<file path="src/rtl/object_fifo_pkg.sv">
// Shared types for the fetch -> consumer parsed-field path.
// Latency: n/a (types and constants only).
// Backpressure: n/a.
package object_fifo_pkg;

    localparam int TABLE_ENTRY_W  = 128;
    localparam int OBJ_FIFO_DEPTH = 8;

    typedef logic [TABLE_ENTRY_W-1:0] TABLE_ENTRY;

endpackage

</file>
<file path="src/rtl/object_fifo.sv">
// FWFT queue of parsed-field table entries between fetch and the consumer.
// Latency: entry pushed at edge N is on out_entry in the cycle after edge N.
// Backpressure: full/almost_full from registered count; push into full accepted only with a same-cycle pop.
module object_fifo
    import object_fifo_pkg::*;
#(
    parameter int WIDTH     = TABLE_ENTRY_W,
    parameter int DEPTH     = OBJ_FIFO_DEPTH,
    parameter int AF_THRESH = DEPTH - 2,
    localparam int PTR_W    = $clog2(DEPTH),
    localparam int CNT_W    = $clog2(DEPTH + 1)
) (
    input  logic             clk,
    input  logic             reset,
    input  logic [WIDTH-1:0] new_entry,
    input  logic             valid_in,
    input  logic             pop,
    input  logic             flush,
    output logic [WIDTH-1:0] out_entry,
    output logic             valid_out,
    output logic             full,
    output logic             empty,
    output logic             almost_full,
    output logic [CNT_W-1:0] count,
    output logic             overflow,
    output logic             underflow
);

    logic [WIDTH-1:0] mem [DEPTH];
    logic [PTR_W-1:0] wr_ptr;
    logic [PTR_W-1:0] rd_ptr;
    logic             push_ok;
    logic             pop_ok;

    // Explicit wrap at DEPTH-1 so non-power-of-two depths never index past the array.
    function automatic logic [PTR_W-1:0] ptr_inc(input logic [PTR_W-1:0] p);
        if (p == PTR_W'(DEPTH - 1)) begin
            return '0;
        end
        return p + 1'b1;
    endfunction

    assign empty       = (count == '0);
    assign full        = (count == CNT_W'(DEPTH));
    assign almost_full = (count >= CNT_W'(AF_THRESH));
    assign valid_out   = !empty;
    assign out_entry   = mem[rd_ptr];

    assign push_ok = valid_in && (!full || pop) && !flush;
    assign pop_ok  = pop && !empty && !flush;

    always_ff @(posedge clk) begin
        if (push_ok) begin
            mem[wr_ptr] <= new_entry;
        end
    end

    always_ff @(posedge clk or posedge reset) begin
        if (reset) begin
            wr_ptr <= '0;
            rd_ptr <= '0;
            count  <= '0;
        end else if (flush) begin
            wr_ptr <= '0;
            rd_ptr <= '0;
            count  <= '0;
        end else begin
            if (push_ok) begin
                wr_ptr <= ptr_inc(wr_ptr);
            end
            if (pop_ok) begin
                rd_ptr <= ptr_inc(rd_ptr);
            end
            case ({push_ok, pop_ok})
                2'b10:   count <= count + 1'b1;
                2'b01:   count <= count - 1'b1;
                default: count <= count;
            endcase
        end
    end

    // Sticky error flags; a flush cycle never raises them.
    always_ff @(posedge clk or posedge reset) begin
        if (reset) begin
            overflow  <= 1'b0;
            underflow <= 1'b0;
        end else if (!flush) begin
            if (valid_in && full && !pop) begin
                overflow <= 1'b1;
            end
            if (pop && empty) begin
                underflow <= 1'b1;
            end
        end
    end

endmodule

</file>
<file path="config.mk">
export PLATFORM = sky130hd
export DESIGN_NAME = object_fifo
export DESIGN_NICKNAME = d
export VERILOG_FILES = /design/src/rtl/object_fifo_pkg.sv /design/src/rtl/object_fifo.sv
export SDC_FILE = /design/constraint.sdc
export NUM_CORES = 1
export LEC_CHECK = 0
export CORE_UTILIZATION = 58
export CTS_BUF_LIST = sky130_fd_sc_hd__clkbuf_16
export CTS_CLUSTER_DIAMETER = 50
export DETAILED_ROUTE_END_ITERATION = 8
export HOLD_SLACK_MARGIN = 0.1
export PLACE_DENSITY = 0.79
export SLEW_MARGIN = 20
export SYNTH_ARGS = -nofsm -noshare
export SYNTH_HDL_FRONTEND = slang
export SYNTH_SLANG_ARGS = --single-unit
</file>
<file path="constraint.sdc">
create_clock -name clk -period 14 [get_ports clk]
set_clock_uncertainty 0.1 [all_clocks]
set_input_delay 1.4 -clock clk [delete_from_list [all_inputs] [get_ports clk]]
set_output_delay 1.4 -clock clk [all_outputs]
set_load 0.005 [all_outputs]
</file>
==> flow_summary.toml, run 1 <==
[global_route]
grtUsageTotal_pct = 23.0
antenna_found_initial = 10
grt_start_max_net_pins = 159
grt_pass1_vias = 18700
grt_remaining_overflow = 0
grt_pass1_wl_um = 115000

[place]
io_buffers = 270
hpwl_um = 40200
pre_cts_ws_ps = 8730
place.gp.congestion = 0.782
dpl.cell_count = 2658

[logic_synthesis]
yosysWarnings = 0
syn-cell-area_um2 = 39100
syn_nets = 1714
syn_avg_cell_area_um2 = 24.8
syn_inst = 1576
ys_types = 35
yosys_register_bits = 1036
yosysSeqAreaShare_pct = 79.4

[cells_and_area]
area_growth_pct = 18.4
postLayoutCoreUtil_pct = 69.9
multi_input_area_um2 = 7750
layout.nets = 2037
drive_gt1_share_pct = 28.9
ff_latch_area_um2 = 31100
fillers = 3807
final-instance-count-excl-fill = 2855

[timing]
setup_viol = 0
finalMaxSlewViolations = 0
fin_tns_setup_ps = 0
fin_crit_sh_pct = 41.5
relSlewSlack_pct = 28.6
min_period_ps = 5810
hold_viol_final = 0
timing.fmax_mhz = 172
setup_ws_ps = 8190
rsz0062_at_grt = "false"
tightestPinTransition_ps = 1070

[critical_path]
path_cells = "buf_4, buf_4, mux4_2, mux2_2, clkdlybuf4s50_1"
r2r_slack_ps = 10280
worstPathMaxFanout = 44
crit_required_ps = 12500
worstSetupPathType = "reg -> out"
reg2reg_to = "mem[0][102]"
cp_top_family = "buffers and inverters"
critPathLaunchType = "flop"
slowest_stage = "buf_4"
r2r_cells = 6
slowest_delay_ps = 790
r2r-start = "count[1]"
crit_path_frequent_cell = "buf_4"
cp_data_arrival_time_ps = 4310
critPathBufInv = 3
endpoint_kind = "output port"

[floorplan]
start_util_pct = 59.1
io-pin-count = 271
design.core.area_um2 = 66200
core.rowCount = 94
fp.dieH_um = 262
dieArea_um2 = 68500
fp.dieW_um = 262

[clock_network]
post_cts_buffers = 0
cts_resized = 0
cts_hold_buf = 0
cts_buffers = 102
path_clk_slew_ps = 60
cts_sinks = 1036
cts_buffer_depth = 3
clock-root-buffer = "clkbuf_16"
clock_latency_ps = 660
htree_num_levels = 3
cts_tree = "done"

[drt]
vias_per_cell = 6.09
drc_errors = 0
drtPass1Iterations = 7
avgRoutedWirePerCell_um = 27.0
drtIter0Drc = 1492
num_vias = 17400
drt-total-wl_um = 77000
ant_nets = 0

[min_path]
hold_path_class = "reg -> reg"
hold-path-endpoint = "overflow"
holdCritStartpoint = "overflow"
whs_path_depth = 2

[pwr]
power.density_nw_per_um2 = 167
ir_drop_mv = 0.126
leakagePower_nw = 14.3

[flow_run]
maxCapViolCount = 0

[status]
status = "complete, no violations"
[layout make-up]
cell class | count | share of cell area, %
diodes | 7 | 0.0378
clock buffers | 103 | 5.57
clock inverters | 86 | 1.72
inverters | 4 | 0.0324
multi-input cells | 458 | 16.7
flip-flops and latches | 1036 | 67.1
well taps | 864 | 2.34
repair buffers | 297 | 6.45
[worst reg2reg max path, delay by kind of cell, from the launching register on]
family	cells	cell delay (ps)
buffers and inverters	2	1570
and+or+nand+nor	4	1070
DFF	1	510
[cell usage after synthesis]
master    instances  area, um^2
edfxtp_1       1024       30700
mux4_2          256        5770
mux2_2          128        1440
clkbuf_1         46         173
buf_2            26         130
nor2_1           18        67.6
dfrtp_1          12         300
a21oi_1           6        30.0
nand2_1           6        22.5
ha_1              5        62.6
nand2b_1          4        25.0
nor3_1            4        20.0
xnor2_1           4        35.0
buf_1             3        11.3
buf_6             3        33.8
inv_1             3        11.3
mux2i_1           3        30.0
nor3b_1           3        22.5
xor2_1            3        26.3
a21o_1            2        15.0
nor2b_1           2        12.5
or3_1             2        12.5
a211o_1           1        8.76
a21oi_2           1        8.76
a221oi_1          1        8.76
and2_4            1        8.76
inv_2             1        3.75
maj3_1            1        10.0
mux2_1            1        11.3
nor2_2            1        6.26
nor4b_1           1        8.76
o21ai_2           1        8.76
o31ai_1           1        7.51
or4_4             1        11.3
or4b_1            1        10.0
[worst max-delay path by stage]
stage,startpoint,endpoint,slack [ps],depth (start not counted)
2_1_floorplan,pop,mem[0][0],2280,4
3_3_place_gp,flush,mem[0][100],8770,6
3_5_place_dp,flush,mem[0][100],8730,6
4_1_cts,rd_ptr[0],out_entry[18],8020,5
5_1_grt,rd_ptr[0],out_entry[31],7830,5
6_report,rd_ptr[0],out_entry[30],8190,5
[routing by layer]
metal	part of all wire (%)	global-route usage, %	vias to the layer above	routed length [um]
li1	-	-	7412	-
met1	39	30.2	9258	29800
met2	53	39.0	587	40400
met3	6.2	4.52	119	4760
met4	2.5	7.74	8	1950
met5	0.079	0	-	61
[power breakdown]
group,internal [mW],switching (mW)
logic,0.891,0.597
clock network,1.58,1.13
registers,3.47,0.0499
total,5.95,1.78
[registers in the layout, summed over array words and instances, names as in the netlist]
register,count
mem,1024
count,4
rd_ptr,3
wr_ptr,3
overflow,1
underflow,1
[placed cells by master, fill, tap and decap left out, types with 3 or more instances in the layout]
| cell type | netlist | final |
|---|---|---|
| mux2i_1 | 3 | 3 |
| inv_1 | 3 | 25 |
| nor2_1 | 18 | 12 |
| clkbuf_16 | 0 | 103 |
| clkinv_1 | 0 | 21 |
| clkinv_2 | 0 | 11 |
| nand2_1 | 6 | 6 |
| nor2_4 | 0 | 6 |
| nor3b_1 | 3 | 3 |
| edfxtp_1 | 1024 | 1024 |
| nand2b_1 | 4 | 4 |
| dfrtp_1 | 12 | 9 |
| clkdlybuf4s50_1 | 0 | 270 |
| mux4_2 | 256 | 256 |
| bufinv_16 | 0 | 13 |
| clkinvlp_4 | 0 | 12 |
| mux2_2 | 128 | 128 |
| xnor2_1 | 4 | 4 |
| a21oi_1 | 6 | 6 |
| ha_1 | 5 | 5 |
| diode_2 | 0 | 7 |
| xor2_1 | 3 | 3 |
| buf_4 | 0 | 21 |
| dfrtp_4 | 0 | 3 |
| buf_12 | 0 | 5 |
[logic make-up (layout without fill, tap and decap cells)]
kind of cell	after synthesis	count (layout)	share of synthesized area, %
xor gates and xnor gates	7	7	0.157
buffers and inverters	82	490	0.928
adders and majority gates	6	6	0.186
AOI/OAI and AO/OA	13	13	0.224
and+or+nand+nor	44	44	0.582
muxes	388	388	18.5
DFF	1036	1036	79.4
other	0	7	0
[metrics by stage]
step | area, um^2 | total power [mW] | hold WS, ps
after floorplan | 39100 | 4.53 | 351
after global placement | 42900 | 5.07 | 338
after detailed placement | 42900 | 5.09 | 375
after CTS | 46200 | 7.80 | 388
after global routing | 46300 | 8.00 | 416
final | 46300 | 7.72 | 392
(Power assumes the default switching activity.)
==> inputs of run 2 (changes only) <==
- clock period: 14 -> 5.7 ns (I/O delays scaled with it)
==> run 2 against run 1 <==
First-iteration DRC count down 14%. Hold slack worse by 210 ps. Global-route usage fell by 0.43 points. Sequential share of layout area shrank 0.12 points. Largest cell class unchanged.
==> flow_summary.toml, run 2 (synthesis gave the netlist of run 1 again) <==
[status]
status = "complete, no violations"

[place]
dpl.cell_count = 2671
pre_cts_ws_ps = 2010
io_buffers = 270
hpwl_um = 41500
place.gp.congestion = 0.774
placed_area_um2 = 43200

[timing]
hold_viol_final = 0
finalMaxSlewViolations = 0
fin_tns_setup_ps = 0
min_period_ps = 4200
setup_viol = 0
relSlewSlack_pct = 28.1
rsz0062_at_grt = "false"
setup_ws_ps = 1500
fin_crit_sh_pct = 73.7
tightestPinTransition_ps = 1080
timing.fmax_mhz = 238

[cells_and_area]
fillers = 3848
largest_reg_flops = 1024
fin_area_um2 = 46400
top_register = "mem"
layout.nets = 2049
area_growth_pct = 18.6
drive_gt1_share_pct = 29.3
final-instance-count-excl-fill = 2863
mostFrequentLayoutCell = "edfxtp_1"
most-common-layout-cells = "edfxtp_1, clkdlybuf4s50_1, mux4_2"
reg.largest.list = "mem (1024), count (4)"

[clock_network]
cts_hold_buf = 0
clock-root-buffer = "clkbuf_16"
cts_sinks = 1036
cts_buffer_depth = 3
cts_buffers = 102
post_cts_buffers = 0
cts_resized = 0
clock_latency_ps = 650
htree_num_levels = 3
cts_tree = "done"
path_clk_slew_ps = 60

[critical_path]
r2r-start = "count[1]"
critPathLaunchType = "flop"
crit_required_ps = 5030
endpoint_kind = "output port"
crit_start = "rd_ptr[1]"
worstPathMaxFanout = 64
cp_data_arrival_time_ps = 3530
worstSetupPathType = "reg -> out"

[drt]
drc_errors = 0
drt-total-wl_um = 75800
drtIter0Drc = 1285
vias_per_cell = 6.05
num_vias = 17300
drtPass1Iterations = 5
ant_nets = 0
avgRoutedWirePerCell_um = 26.5

[pwr]
ir_drop_mv = 0.293
power.density_nw_per_um2 = 401
leakagePower_nw = 14.4
finalPower_mw = 18.6

[global_route]
met2_usage_pct = 38.9
grt_remaining_overflow = 0
antenna_found_initial = 11
use_met3_pct = 5.01
met1_usage_pct = 28.9
grtUsageTotal_pct = 22.6
grt_pass1_wl_um = 113000
busiest_layer = "met2"
grt_pass1_vias = 18400
grt_start_max_net_pins = 80

[floorplan]
io-pin-count = 271
design.core.area_um2 = 66200
fp.dieH_um = 262
start_util_pct = 59.1
fp.dieW_um = 262
core.rowCount = 94
dieArea_um2 = 68500

[flow_run]
maxCapViolCount = 0

[min_path]
hold_path_class = "in -> async"
## run 2: cell count changes in the layout (fill, tap and decap cells not counted), sizes merged
| cell | change |
|---|---|
| buf | +12 |
| bufinv | -8 |
| clkinv | +19 |
| clkinvlp | -7 |
| diode | -3 |
| inv | -5 |
## run 2: layer usage
layer  routed length, um  share of wire [%]
met5                  91               0.12
met2               39900                 53
met1               28900                 38
met4                1760                2.3
met3                5190                6.8
## run 2: critical path, stage by stage (launching register included)
cell and delay, ps:
dfrtp_4 1140, buf_4 550, mux4_2 380, mux2_2 270, clkdlybuf4s50_1 480
## run 2: through the flow
stage | utilization, % | hold WS, ps
after floorplan | - | 335
after global placement | 65.2 | 340
after detailed placement | 65.2 | 352
after CTS | 70.0 | 150
after global routing | 70.0 | 202
final | 70.0 | 177
## run 2: area by class of cell
class	count	area (um^2)	share of cell area, %
Inverter	4	15.0	0.0324
Clock buffer	103	2580	5.56
Antenna cell	4	10.0	0.0216
Tap cell	864	1080	2.33
Sequential cell	1036	31100	67.0
Multi-Input combinational cell	458	7760	16.7
Clock inverter	85	584	1.26
Timing Repair Buffer	309	3280	7.07
## run 2: power by group
group          switching [mW]  internal (mW)
Sequential              0.160           8.53
Clock                    2.71           3.52
Combinational            1.43           2.23
Total                    4.30           14.3
## run 2: final timing paths
kind | to | slack (ps) | cells past startpoint
worst max-delay path | out_entry[84] | 1500 | 4
worst min-delay path | count[0] | 180 | 2
worst max register to register | mem[0][33] | 2730 | 6
worst min register to register | underflow | 360 | 1
max in group asynchronous | rd_ptr[1] | 4950 | 2
min in group clk | underflow | 360 | 1
==> inputs of run 3 (changes only) <==
- clock period: 5.7 -> 3.9 ns (I/O delays scaled with it)
==> run 3 against run 2 <==
Sequential share of layout area down 0.71 points. Via count up 1.3%. Non-clock buffer count up 22. Core utilization up 0.75 points. First-iteration DRC count up 18%. Critical path type unchanged.
==> flow_summary.toml, run 3 (synthesis gave the netlist of run 1 again) <==
[clock_network]
clock_latency_ps = 650
cts_buffers = 104
post_cts_buffers = 0
cts_buffer_depth = 3
cts_sinks = 1036
cts_hold_buf = 1
path_clk_slew_ps = 60
htree_num_levels = 3
clock-root-buffer = "clkbuf_16"
cts_tree = "done"
cts_resized = 0

[floorplan]
io-pin-count = 271
start_util_pct = 59.1
core.rowCount = 94
fp.dieW_um = 262
design.core.area_um2 = 66200
fp.dieH_um = 262
dieArea_um2 = 68500

[drt]
drt-total-wl_um = 79300
drtIter0Drc = 1522
drc_errors = 0
num_vias = 17600
drtPass1Iterations = 5
avgRoutedWirePerCell_um = 27.4
vias_per_cell = 6.07
ant_nets = 0

[timing]
rsz0062_at_grt = "false"
timing.fmax_mhz = 272
min_period_ps = 3680
relSlewSlack_pct = 49.0
fin_hold_ws_ps = 365
setup_ws_ps = 219
fin_crit_sh_pct = 94.4
tightestPinTransition_ps = 763
fin_tns_setup_ps = 0
finalMaxSlewViolations = 0
setup_viol = 0
hold_viol_final = 0

[critical_path]
slowest_stage = "dfrtp_4"
slowest_delay_ps = 750
crit_required_ps = 3410
endpoint_kind = "output port"
critPathLaunchType = "flop"
worstSetupPathType = "reg -> out"
cp_data_arrival_time_ps = 3190
worstPathMaxFanout = 20
path_cells = "buf_4, mux4_2, mux2_2, clkdlybuf4s50_1"

[pwr]
p_sw_mw = 6.44
leakagePower_nw = 14.6
p_comb_share_pct = 19.9
power.density_nw_per_um2 = 593
internal-power_mw = 21.3
ir_drop_mv = 0.424
finalPower_mw = 27.8
switching_share_pct = 23.2
p_seq_share_pct = 45.5
pwr-share-clk_pct = 34.6

[global_route]
met1_usage_pct = 30.2
grt_remaining_overflow = 0
use_met3_pct = 4.49
grtUsageTotal_pct = 23.6
grt_start_max_net_pins = 98
met2_usage_pct = 40.9
antenna_found_initial = 10
grt_pass1_wl_um = 117000
busiest_layer = "met2"
grt_pass1_vias = 18900

[cells_and_area]
most-common-layout-cells = "edfxtp_1, clkdlybuf4s50_1, mux4_2"
area_growth_pct = 19.8
fillers = 3750
largest_reg_flops = 1024
top_register = "mem"
mostFrequentLayoutCell = "edfxtp_1"
layout.nets = 2073
drive_gt1_share_pct = 30.4
reg.largest.list = "mem (1024), count (4)"

[place]
hpwl_um = 43600
pre_cts_ws_ps = 807
place.gp.congestion = 0.759
io_buffers = 270

[status]
status = "complete, no violations"

[flow_run]
maxCapViolCount = 0

[min_path]
hold_path_class = "reg -> reg"
[run 3: final cells by class]
| type | count | area [um^2] | share of cell area [%] |
|---|---|---|---|
| Clock buffer | 107 | 2680 | 5.71 |
| Multi-Input combinational cell | 458 | 7780 | 16.6 |
| Antenna cell | 9 | 22.5 | 0.0481 |
| Timing Repair Buffer | 331 | 3580 | 7.63 |
| Tap cell | 864 | 1080 | 2.31 |
| Sequential cell | 1036 | 31100 | 66.3 |
| Clock inverter | 86 | 656 | 1.40 |
| Inverter | 4 | 15.0 | 0.0320 |
[run 3: metrics by stage]
step	cells	instance area, um^2	utilization (%)
after floorplan	1576	39200	-
after global placement	2692	43500	65.7
after detailed placement	2692	43500	65.7
after CTS	2886	46800	70.7
after global routing	2891	46900	70.8
final	2895	46900	70.8
[run 3: per-layer routing]
layer / vias to the layer above / routed length (um)
li1: 7501 / -
met1: 9401 / 30300
met2: 537 / 42500
met3: 112 / 4880
met4: 8 / 1620
met5: - / 57
[run 3: power by group through the flow]
stage	clock network (mW)	logic [mW]	registers (mW)
6_report	9.62	5.51	12.6
5_1_grt	10.2	5.90	12.7
4_1_cts	9.78	5.64	12.7
3_5_place_dp	0	5.56	12.9
3_3_place_gp	0	5.49	12.9
2_1_floorplan	0	3.47	12.8
[run 3: critical path, delay by kind of cell, from the launching register on]
family   cells  cell delay, ps
buf+inv      2             910
mux          2             880
flops        1             750
[run 3: path summary, 6_finish.rpt]
check,from,end,slack [ps],cells past startpoint
setup / recovery,rd_ptr[0],out_entry[76],220,4
setup reg to reg,count[1],mem[0][16],1320,5
hold reg to reg,underflow,underflow,370,1
min in group asynchronous,reset,count[3],540,3
hold / removal,underflow,underflow,370,1
max in group asynchronous,reset,rd_ptr[1],2780,3
